### src/rtl/multi_edge_detector.sv
// Multi-channel edge detector: per-channel synchroniser, persistence filter,
// mode-selected edge pulse, sticky/overrun status and a combined interrupt.
module multi_edge_detector #(
  parameter int CH          = 4,
  parameter int SYNC_STAGES = 2,
  parameter int FILT_CYCLES = 3
) (
  input  logic            clk,
  input  logic            reset_n,
  input  logic [CH-1:0]   in,
  input  logic [2*CH-1:0] mode,
  input  logic [CH-1:0]   clr,
  output logic [CH-1:0]   out,
  output logic [CH-1:0]   sticky,
  output logic [CH-1:0]   overrun,
  output logic            irq
);

  localparam int CNT_W = $clog2(FILT_CYCLES + 1);

  for (genvar i = 0; i < CH; i++) begin : g_ch
    logic [SYNC_STAGES-1:0] sync_q;
    logic                   filt_q;
    logic [CNT_W-1:0]       cnt_q;
    logic                   out_q;
    logic                   sticky_q;
    logic                   ovr_q;
    logic                   s;
    logic                   accept;
    logic                   pulse;

    // accept fires on the edge that completes FILT_CYCLES consecutive differing samples
    assign s      = sync_q[SYNC_STAGES-1];
    assign accept = (s != filt_q) && (cnt_q == CNT_W'(FILT_CYCLES - 1));
    assign pulse  = accept && (s ? mode[2*i] : mode[2*i+1]);

    always_ff @(posedge clk or negedge reset_n) begin
      if (!reset_n) begin
        sync_q   <= '0;
        filt_q   <= 1'b0;
        cnt_q    <= '0;
        out_q    <= 1'b0;
        sticky_q <= 1'b0;
        ovr_q    <= 1'b0;
      end else begin
        sync_q <= {sync_q[SYNC_STAGES-2:0], in[i]};
        if (s == filt_q) begin
          cnt_q <= '0;
        end else if (accept) begin
          filt_q <= s;
          cnt_q  <= '0;
        end else begin
          cnt_q <= cnt_q + CNT_W'(1);
        end
        out_q    <= pulse;
        // a new event always wins over a simultaneous clear
        sticky_q <= pulse | (sticky_q & ~clr[i]);
        ovr_q    <= ~clr[i] & (ovr_q | (pulse & sticky_q));
      end
    end

    assign out[i]     = out_q;
    assign sticky[i]  = sticky_q;
    assign overrun[i] = ovr_q;
  end

  always_ff @(posedge clk or negedge reset_n) begin
    if (!reset_n) irq <= 1'b0;
    else          irq <= |sticky;
  end

endmodule

### config.mk
export PLATFORM = sky130hd
export DESIGN_NAME = multi_edge_detector
export DESIGN_NICKNAME = d
export VERILOG_FILES = /design/src/rtl/multi_edge_detector.sv
export SDC_FILE = /design/constraint.sdc
export NUM_CORES = 1
export LEC_CHECK = 0
export CORE_ASPECT_RATIO = 0.75
export CORE_MARGIN = 2
export CORE_UTILIZATION = 51
export CTS_CLUSTER_DIAMETER = 200
export DETAILED_ROUTE_END_ITERATION = 10
export PLACE_DENSITY = 0.81
export SYNTH_ARGS = -nofsm -noshare
export SYNTH_HDL_FRONTEND = slang
export SYNTH_SLANG_ARGS = --single-unit
export TNS_END_PERCENT = 1
### constraint.sdc
create_clock -name clk -period 1.8 [get_ports clk]
set_input_delay 0.18 -clock clk [delete_from_list [all_inputs] [get_ports clk]]
set_output_delay 0.18 -clock clk [all_outputs]
set_load 0.01 [all_outputs]
Word level (Yosys, flattened, before mapping) --
Cells that the tools add are included.
Storage, ports and cells: bits in registers 33, input bits 18, output and inout port bits 13, word-level logic and storage cells 94
Operators by class: add/subtract/negate cells 4, equality and inequality tests 12, multiplexer cells 12, bitwise logic cells 28, reductions and logical operators 13
Operators with widths (count):
- two-way mux 2 bit | 8
- bitwise AND 1 bit | 12
- adder 2 x 1 -> 2 bit (second input constant) | 4
- equality test 2 bit (second input constant) | 4
- logical AND 1 bit | 8
- inverter 1 bit | 8
- OR 1 bit | 8
- AND reduction 2 bit | 4
- equality test 1 bit | 4
- two-way mux 1 bit | 4
- inequality test 1 bit | 4
- OR reduction 4 bit | 1

Logic depth before layout (Yosys ltp) --
Gate-level depths: netlist of the first run.
word-level depth 6, mapped depth 3, gate-level depth less buffers 3

Worst setup path before layout of the first run --
No wires, ideal clock.
path kind register -> register, start point register g_ch[0].sticky_q, end point register irq, library setup time 138 ps, arrival 857 ps, required time 1662 ps, setup slack 805 ps, cell stages (with the launch flop) 2, buffers on the path 0, period minus slack after synthesis 995 ps, path through dfrtp_1 or4_1
On the way: cells in the longest elaborated chain, start to end 1
RTL lines:
- start, declared | RTL line 26 | logic sticky_q;
- start signal, assigned | RTL line 57 | sticky_q <= pulse | (sticky_q & ~clr[i]);
- OR reduction 4 bit | RTL line 69 | else irq <= |sticky;
- end signal, assigned | RTL line 69
- end, declared | RTL line 16 | output logic irq
Every way passes these cells. A chain may end at the register's enable or synchronous reset.

Final worst setup path of the first run --
start point register g_ch[2].sticky_q, end point output port sticky[2]
RTL lines:
- start, declared | RTL line 26
- start signal, assigned | RTL line 57
- end, declared | RTL line 14 | output logic [CH-1:0] sticky,
No word-level cell between the ends.

==> parameters.txt, run 1 <==
Parameter                              Value

Logic synthesis
  Seq cells post-synth    33
  Area share of and/or/nand/nor cells after synthesis    0.127
  Yosys warning total    0
  Cell area after synthesis    0.00130 mm²
  Dominant combinational cell family by area after synthesis    simple AND/OR/NAND/NOR gates
  Avg Cell Area, Syn    13.3 µm²
  Count of mapped cells out of synthesis    98
  Area share of xor/xnor cells in the synthesized design    0.0269
  Post-synthesis cell type with the largest combined area    sky130_fd_sc_hd__dfrtp_1
  Synthesized Nets    116
  Share of the synthesized area in the top cell type    0.635
  Synth Area in Compound Gates    0.0924
  Cell with the most instances after synthesis    sky130_fd_sc_hd__dfrtp_1
  Number of flops mapped to enable cells by yosys    0
  Register area share after synthesis    0.635
  Largest cells by area after synthesis    sky130_fd_sc_hd__dfrtp_1 64%, sky130_fd_sc_hd__buf_4 6.9%, sky130_fd_sc_hd__o32ai_2 5.0%
  Adder-cell area share of the yosys netlist    0
  Most instantiated cells after synthesis    33 x sky130_fd_sc_hd__dfrtp_1, 12 x sky130_fd_sc_hd__buf_4, 8 x sky130_fd_sc_hd__nand2b_1, 5 x sky130_fd_sc_hd__inv_1
  Share of synthesized registers carrying an async set or reset    1.00
  Fraction of synthesized area in multiplexers    0.0346
  Most used flip-flop cell after synthesis    sky130_fd_sc_hd__dfrtp_1
  Yosys cell types    17

Cells and area
  Layout area overhead    23.8%
  Area of all placed cells without fillers    0.00161 mm²
  Ratio of cells with drive above 1 in the final layout    0.0880
  Number of diodes    0
  Total number of nets in the final design    142

Global route
  Total congestion overflow after global routing    0
  Maximum number of pins on one net before global-route repair    34
  Wire length of the first global-routing pass    3180 µm
  Overall routing resource usage    0.149
  Number of antenna violations at the first check in global routing    0
  Number of global-route vias before repair    759

Place
  Instance area at placement    0.00156 mm²
  Half-perimeter wire length of the detailed placement result    1500 µm
  Buffers added on ports    30
  RD Place Congestion    0.716

Critical path
  Worst reg2reg path endpoint    g_ch[1].ovr_q
  Crit. End Element    output port
  Depth of the most critical reg-to-reg path    3
  Total number of cells along the worst setup path    1
  Kind of critical path    flip-flop to output port
  Critical-path cell list    clkdlybuf4s50_1
  Critical path peak fanout    3
  Launching point of the worst reg2reg path    g_ch[1].sync_q[1]
  Worst Path Arrival    1270 ps
  Peak per-stage delay on the critical path    560 ps
  Req. time, crit path    1620 ps
  Beginning of the critical path    g_ch[2].sticky_q
  CP top delay family    buffers and inverters
  Critical path launch point type    flip-flop
  Timing endpoint of the critical path    sticky[2]
  Reg-to-reg slack, setup    710 ps
  Bufs and invs on worst path    1
  Cell at the slowest stage of the critical path    sky130_fd_sc_hd__clkdlybuf4s50_1

Floorplan
  Chip Width    62.3 µm
  I/O pin count    31
  Standard cell core area    0.00236 mm²
  Die area    0.00297 mm²
  Row cnt    15
  Floorplan die height    47.7 µm
  Starting Density    0.550

Timing
  Max Transition Viols Final    0
  Clock period minus final worst setup slack    1450 ps
  Final-report hold violation count    0
  Unrepaired setup endpoints after global routing    no
  Worst slew margin relative to its limit    0.737
  Fmax achieved    0.691 GHz
  Worst clock skew on the final layout    4.19 ps
  Setup TNS Final    0 ps
  Final Cycle Share    0.804
  Pin slew with the least headroom to its limit    394 ps
  Total setup violations reported at the end of the flow    0

CTS
  Setup repair bufs after CTS    0
  Clock latency on the worst-skew pair    310 ps
  Number of buffers on the longest clock path    2
  Number of buffers added by the clock tree synthesis step    5
  CTS resizes    0
  Htree depth    2
  Cell chosen for the clock root    sky130_fd_sc_hd__clkbuf_4
  Count of hold buffers inserted by post-cts repair    0
  Clock-pin slew of the registers on the worst-case setup and hold paths    90 ps
  Clock Sinks    33
  Clock tree from TritonCTS    yes

Pwr
  IR drop worst, VDD    535 µV
  Cell area power density    1140 mW/mm²
  Leakage dissipation    0.667 nW

Routing
  Number of vias per cell    4.84
  Number of remaining DRC errors    0
  Vias    769
  Average wire per cell in the routed design    11.9 µm
  Detailed router's first-iteration violation count    18
  DRT Pass-1 Iters    4
  Post-route ant nets    0
  Detailed-route wire length    1890 µm

Hold path
  Path category of the worst min-delay check    input port to asynchronous set/reset pin

Flow run
  Maximum Capacitance Violations    0

Status
  Status    finished clean
[cell usage in the layout (no fill, tap or decap)]
cell type / synthesis / routed
sky130_fd_sc_hd__and3b_1: 1 / 1
sky130_fd_sc_hd__mux2_1: 4 / 4
sky130_fd_sc_hd__clkbuf_4: 0 / 5
sky130_fd_sc_hd__o21a_1: 3 / 3
sky130_fd_sc_hd__nand3b_1: 3 / 3
sky130_fd_sc_hd__dfrtp_1: 33 / 33
sky130_fd_sc_hd__clkdlybuf4s50_1: 0 / 30
sky130_fd_sc_hd__o21ai_1: 4 / 4
sky130_fd_sc_hd__nand2_1: 3 / 3
sky130_fd_sc_hd__nor3_1: 4 / 4
sky130_fd_sc_hd__buf_4: 12 / 1
sky130_fd_sc_hd__or4_1: 1 / 1
sky130_fd_sc_hd__a31oi_2: 1 / 1
sky130_fd_sc_hd__nor2_1: 4 / 4
sky130_fd_sc_hd__nor3b_1: 4 / 4
sky130_fd_sc_hd__o32ai_2: 4 / 4
sky130_fd_sc_hd__nand2b_1: 8 / 8
sky130_fd_sc_hd__inv_1: 5 / 5
sky130_fd_sc_hd__clkbuf_1: 0 / 3
sky130_fd_sc_hd__xnor2_1: 4 / 4
[routing by layer]
metal,GRT usage,vias to the layer above,routed length (µm)
met5,0,-,0
met4,0.0622,0,13
met3,0.0729,2,116
met2,0.270,20,958
met1,0.159,376,804
li1,-,371,-
[how the worst min path moves through the flow]
stage,startpoint,slack (ps),depth (start not counted),endpoint
after global routing,reset_n,290,2,g_ch[2].sync_q[0]
after global placement,g_ch[1].sync_q[0],330,0,g_ch[1].sync_q[1]
after detailed placement,g_ch[0].sync_q[0],340,0,g_ch[0].sync_q[1]
after CTS,reset_n,260,2,g_ch[2].sync_q[0]
final,reset_n,250,2,g_ch[3].sync_q[0]
after floorplan,reset_n,-120,0,g_ch[0].cnt_q[0]
[stage by stage]
| step | setup slack (ps) | hold slack, ps | instances | power (mW) | util |
|---|---|---|---|---|---|
| CTS | 334 | 260 | 159 | 1.87 | 0.680 |
| floorplan | 805 | -116 | 98 | 1.34 | - |
| global placement | 587 | 334 | 151 | 1.47 | 0.660 |
| finish | 353 | 253 | 159 | 1.84 | 0.680 |
| detailed placement | 525 | 337 | 151 | 1.50 | 0.660 |
| global route | 289 | 287 | 159 | 1.97 | 0.680 |
[sequential cells by signal, summed over array words and instances (netlist names)]
signal,count
g_ch.cnt_q,8
g_ch.sync_q,8
g_ch.filt_q,4
g_ch.out_q,4
g_ch.ovr_q,4
g_ch.sticky_q,4
irq,1
[cell type report]
class / count / area (µm²)
clock buffers: 8 / 48.8
fillers: 201 / 756
inverters: 5 / 18.8
multi-input cells: 48 / 365
flip-flops and latches: 33 / 826
well taps: 34 / 42.5
repair buffers: 31 / 308
[power by group]
part	switching, mW	internal, mW
registers	0.130	0.905
logic	0.188	0.250
clock network	0.206	0.156
[kinds of logic (layout without fill, tap and decap cells)]
logic type / count (synthesis) / count (layout)
flip-flops: 33 / 33
AND/OR/NAND/NOR: 28 / 28
buffers and inverters: 17 / 44
multiplexers: 4 / 4
AO/OA/AOI/OAI: 12 / 12
XOR/XNOR: 4 / 4
[worst register-to-register path, delay by kind of cell, from the launching register on]
kind | cells | cell delay [ps]
AND/OR/NAND/NOR | 1 | 210
flip-flops | 1 | 430
AO/OA/AOI/OAI | 2 | 340
No activity file was read; power rests on OpenSTA's default activity.
==> run 2: changes to the inputs <==
CORE_UTILIZATION = 43   (was 51)
PLACE_DENSITY = 0.72   (was 0.81)
clock period = 1.15 ns   (was 1.8 ns; I/O delays follow)
==> run 2 against run 1 <==
Against the previous run:
- via count increased by 0.65%
- sequential share of layout area is 1.7 points lower
- global-route usage down 1.4 points
- hold slack worse by 60 ps
- critical path depth unchanged
- clock power rose to 2.6 times the previous value
- combinational power up 54%
- utilization fell by 11 points
- total power grew 76%
- routed wire length increased by 5.6%
- final cell count rose by 2.5%
- clock skew fell by 2.2 ps
==> parameters.txt, run 2 (synthesized netlist as in run 1, its figures left out) <==
Parameter                              Value

Status
  Status    finished clean

Pwr
  IR drop worst, VDD    855 µV
  Sequential group share of total power    0.503
  Cell area power density    1940 mW/mm²
  Leakage dissipation    0.760 nW
  Logic pwr share    0.209
  Power dissipated by switching net loads    0.906 mW
  Proportion of power drawn by the clock network    0.288
  Switching share of power    0.281
  Internal power contribution    2.32 mW

Critical path
  Peak per-stage delay on the critical path    410 ps
  Req. time, crit path    1030 ps
  Critical path launch point type    flip-flop
  Cell at the slowest stage of the critical path    sky130_fd_sc_hd__dfrtp_1
  Critical path peak fanout    3
  Critical-path cell list    dlygate4sd2_1
  Bufs and invs on worst path    1
  Kind of critical path    flip-flop to output port
  Worst Path Arrival    990 ps
  Crit. End Element    output port
  CP top delay family    flip-flops

CTS
  Htree depth    2
  Count of hold buffers inserted by post-cts repair    0
  Number of buffers added by the clock tree synthesis step    5
  CTS resizes    13
  Clock-pin slew of the registers on the worst-case setup and hold paths    60 ps
  Clock Sinks    33
  Number of buffers on the longest clock path    2
  Setup repair bufs after CTS    0
  Cell chosen for the clock root    sky130_fd_sc_hd__clkbuf_8
  Clock latency on the worst-skew pair    280 ps
  Clock tree from TritonCTS    yes

Timing
  Pin slew with the least headroom to its limit    225 ps
  Final Cycle Share    0.960
  Clock period minus final worst setup slack    1100 ps
  Max Transition Viols Final    0
  Final-report hold violation count    0
  Final worst setup slack    46.2 ps
  Worst clock skew on the final layout    1.95 ps
  Worst slew margin relative to its limit    0.849
  Unrepaired setup endpoints after global routing    no
  Fmax achieved    0.906 GHz
  Total setup violations reported at the end of the flow    0

Global route
  Maximum number of pins on one net before global-route repair    34
  Overall routing resource usage    0.135
  Number of global-route vias before repair    782
  Number of antenna violations at the first check in global routing    0
  Wire length of the first global-routing pass    3350 µm
  Total congestion overflow after global routing    0

Floorplan
  Die area    0.00348 mm²
  Chip Width    67.5 µm
  I/O pin count    31
  Row cnt    17
  Floorplan die height    51.6 µm
  Starting Density    0.446
  Standard cell core area    0.00291 mm²

Place
  Cells after DPL    155
  Worst setup timing slack at the placement stage    -24.3 ps
  Half-perimeter wire length of the detailed placement result    1510 µm
  RD Place Congestion    0.733
  Buffers added on ports    30

Cells and area
  Fill cell count    242
  Commonest cells after routing, fill and taps aside    33 x sky130_fd_sc_hd__dfrtp_1, 17 x sky130_fd_sc_hd__clkdlybuf4s50_1, 13 x sky130_fd_sc_hd__dlygate4sd2_1
  Final std cells w/o fill    163
  Area occupied by multi-input gates    365 µm²
  Layout area overhead    27.9%
  Number of diodes    0
  Ratio of cells with drive above 1 in the final layout    0.112
  Final core occ    0.571
  FF+latch area    826 µm²
  Most frequent standard cell in the layout excluding fill and tap cells    sky130_fd_sc_hd__dfrtp_1
  Total number of nets in the final design    142
  Biggest regs    g_ch.cnt_q (8), g_ch.sync_q (8)

Routing
  Post-route ant nets    0
  Vias    774
  Number of remaining DRC errors    0
  Detailed router's first-iteration violation count    41
  Average wire per cell in the routed design    12.3 µm
  Number of vias per cell    4.75
  Detailed-route wire length    2000 µm
  DRT Pass-1 Iters    3

Flow run
  Maximum Capacitance Violations    0

Hold path
  Path category of the worst min-delay check    input port to asynchronous set/reset pin
-- run 2: changes by cell type in the layout (fill, tap and decap cells not counted), sizes merged --
| cell | change |
|---|---|
| clkdlybuf4s50 | -13 |
| dlygate4sd2 | +13 |
| clkbuf | -1 |
| clkinv | +1 |
-- run 2: power groups by stage --
stage | Combinational (mW) | Clock [mW] | Sequential [mW]
after CTS | 0.688 | 0.952 | 1.63
after floorplan | 0.509 | 0 | 1.59
after global placement | 0.687 | 0 | 1.62
after detailed placement | 0.718 | 0 | 1.65
final | 0.674 | 0.928 | 1.62
after global routing | 0.755 | 1.01 | 1.66
-- run 2: through the flow --
stage	TNS (ps)	power [mW]	hold slack (ps)	area, µm²
2_1_floorplan	0	2.10	-181	1300
3_3_place_gp	-0.748	2.31	333	1580
3_5_place_dp	-55.8	2.37	336	1580
4_1_cts	0	3.27	194	1660
5_1_grt	0	3.43	204	1660
6_report	0	3.23	193	1660
-- run 2: routing by layer --
layer,GRT usage,share of wire,up-vias
met2,0.219,0.47,25
met5,0,0,-
met1,0.151,0.44,371
met4,0.0714,0.020,0
li1,-,-,372
met3,0.0563,0.072,6
-- run 2: final timing paths --
check,endpoint,slack [ps],cells past startpoint,startpoint
max,sticky[2],50,1,g_ch[2].sticky_q
min,g_ch[0].filt_q,190,2,reset_n
max reg2reg,g_ch[3].filt_q,70,2,g_ch[3].cnt_q[0]
min reg2reg,g_ch[0].sync_q[1],350,0,g_ch[0].sync_q[0]
max in group asynchronous,g_ch[1].out_q,790,2,reset_n
min in group clk,g_ch[3].sync_q[0],270,1,in[3]
-- run 2: cell type report --
cell class / count / area share
Clock buffer: 7 / 0.0579
Timing Repair Buffer: 31 / 0.183
Multi-Input combinational cell: 48 / 0.220
Inverter: 5 / 0.0113
Tap cell: 38 / 0.0286
Sequential cell: 33 / 0.497
Clock inverter: 1 / 0.00301
==> run 3: changes to the inputs <==
CORE_MARGIN = 5   (was 2)
==> run 3 against run 2 <==
Against the previous run:
- final area fell by 0.45%
- clock power fell by 9.9%
- clock-buffer cell count unchanged
- first-iteration DRC count shrank 24%
- die area rose by 22%
- worst setup slack better by 8.1 ps
- critical path type is now flip-flop to flip-flop
==> parameters.txt, run 3 (synthesized netlist as in run 1, its figures left out) <==
Parameter                              Value

Status
  Status    finished clean

CTS
  Number of buffers added by the clock tree synthesis step    5
  Cell chosen for the clock root    sky130_fd_sc_hd__clkbuf_8
  Clock tree from TritonCTS    yes
  Count of hold buffers inserted by post-cts repair    0
  Number of buffers on the longest clock path    2
  Clock-pin slew of the registers on the worst-case setup and hold paths    60 ps
  Htree depth    2
  Clock Sinks    33
  Clock latency on the worst-skew pair    270 ps

Cells and area
  Area occupied by multi-input gates    365 µm²
  Fill cell count    238
  Biggest regs    g_ch.cnt_q (8), g_ch.sync_q (8)
  Number of diodes    0
  Total number of nets in the final design    143
  Most frequent standard cell in the layout excluding fill and tap cells    sky130_fd_sc_hd__dfrtp_1
  Ratio of cells with drive above 1 in the final layout    0.104
  Layout area overhead    27.3%
  Commonest cells after routing, fill and taps aside    33 x sky130_fd_sc_hd__dfrtp_1, 17 x sky130_fd_sc_hd__clkdlybuf4s50_1, 13 x sky130_fd_sc_hd__dlygate4sd2_1
  FF+latch area    826 µm²

Timing
  Worst clock skew on the final layout    4.70 ps
  Pin slew with the least headroom to its limit    220 ps
  Unrepaired setup endpoints after global routing    no
  Final-report hold violation count    0
  Final Cycle Share    0.953
  Max Transition Viols Final    0
  Clock period minus final worst setup slack    1100 ps
  Hold slack    210 ps
  Fmax achieved    0.913 GHz
  Worst slew margin relative to its limit    0.853
  Total setup violations reported at the end of the flow    0

Routing
  Detailed router's first-iteration violation count    31
  Vias    761
  Number of remaining DRC errors    0
  Post-route ant nets    0
  Number of vias per cell    4.67
  Detailed-route wire length    2030 µm
  DRT Pass-1 Iters    4
  Average wire per cell in the routed design    12.5 µm

Global route
  Number of global-route vias before repair    812
  Maximum number of pins on one net before global-route repair    34
  Number of antenna violations at the first check in global routing    0
  Wire length of the first global-routing pass    3570 µm
  Total congestion overflow after global routing    0
  Overall routing resource usage    0.117

Critical path
  Req. time, crit path    1300 ps
  Kind of critical path    flip-flop to flip-flop
  Peak per-stage delay on the critical path    450 ps
  Beginning of the critical path    g_ch[2].sticky_q
  Launching point of the worst reg2reg path    g_ch[2].sticky_q
  Cell at the slowest stage of the critical path    sky130_fd_sc_hd__or4_1
  Crit. End Element    flip-flop
  Worst Path Arrival    1240 ps
  Critical path launch point type    flip-flop
  Critical-path cell list    buf_4 -> or4_1
  Critical path peak fanout    2

Place
  Buffers added on ports    30
  RD Place Congestion    0.735
  Half-perimeter wire length of the detailed placement result    1530 µm

Pwr
  IR drop worst, VDD    1010 µV
  Sequential group share of total power    0.515
  Logic pwr share    0.217
  Cell area power density    1890 mW/mm²
  Proportion of power drawn by the clock network    0.267
  Internal power contribution    2.26 mW
  Sum of internal, switching and leakage power    3.13 mW
  Power dissipated by switching net loads    0.866 mW
  Switching share of power    0.277
  Leakage dissipation    0.755 nW

Floorplan
  Starting Density    0.446
  Row cnt    17
  Die area    0.00423 mm²
  Standard cell core area    0.00291 mm²
  I/O pin count    31
  Floorplan die height    57.6 µm
  Chip Width    73.5 µm

Flow run
  Maximum Capacitance Violations    0

Hold path
  Path category of the worst min-delay check    input port to asynchronous set/reset pin
[run 3: final timing paths]
check	end	slack, ps	cells after the start
max reg2reg	irq	50	2
max in group asynchronous	g_ch[3].sync_q[1]	770	2
min reg2reg	g_ch[0].sync_q[1]	350	0
min	irq	210	2
max	irq	50	2
min in group clk	g_ch[3].sync_q[0]	280	1
[run 3: per-layer routing]
layer  part of all wire  vias to the layer above  GRT usage
met5                  0                        -          0
met4              0.010                        0     0.0543
met3              0.076                        2     0.0624
met2               0.49                       20      0.186
met1               0.42                      364      0.128
li1                   -                      375          -
[run 3: final cells by class]
type / count / share of cell area
Inverter: 5 / 0.0113
Timing Repair Buffer: 32 / 0.188
Clock buffer: 7 / 0.0522
Sequential cell: 33 / 0.499
Multi-Input combinational cell: 48 / 0.221
Tap cell: 38 / 0.0287
[run 3: power groups by stage]
| stage | sequential [mW] | combinational [mW] | clock, mW |
|---|---|---|---|
| finish | 1.61 | 0.680 | 0.836 |
| global route | 1.66 | 0.751 | 0.924 |
| CTS | 1.62 | 0.696 | 0.872 |
| detailed placement | 1.64 | 0.716 | 0 |
| global placement | 1.62 | 0.689 | 0 |
| floorplan | 1.59 | 0.509 | 0 |
[run 3: timing repair]
item	in CTS	in global routing
setup endpoints to repair	13	0
resized for setup	13	0
setup buffers	1	0
[run 3: critical path, delay by kind of cell, from the launching register on]
kind	cells	cell delay, ps
buffers and inverters	1	140
and+or+nand+nor	1	450
DFF	1	370
[run 3: per-stage QoR]
| stage | area (µm²) | std cells | utilization | setup slack, ps | setup TNS, ps |
|---|---|---|---|---|---|
| 2_1_floorplan | 1300 | 98 | - | 155 | 0 |
| 3_3_place_gp | 1580 | 155 | 0.541 | 3.23 | 0 |
| 3_5_place_dp | 1580 | 155 | 0.541 | -23.8 | -59.2 |
| 4_1_cts | 1660 | 163 | 0.568 | 46.2 | 0 |
| 5_1_grt | 1660 | 163 | 0.568 | 0.0457 | 0 |
| 6_report | 1660 | 163 | 0.568 | 54.4 | 0 |
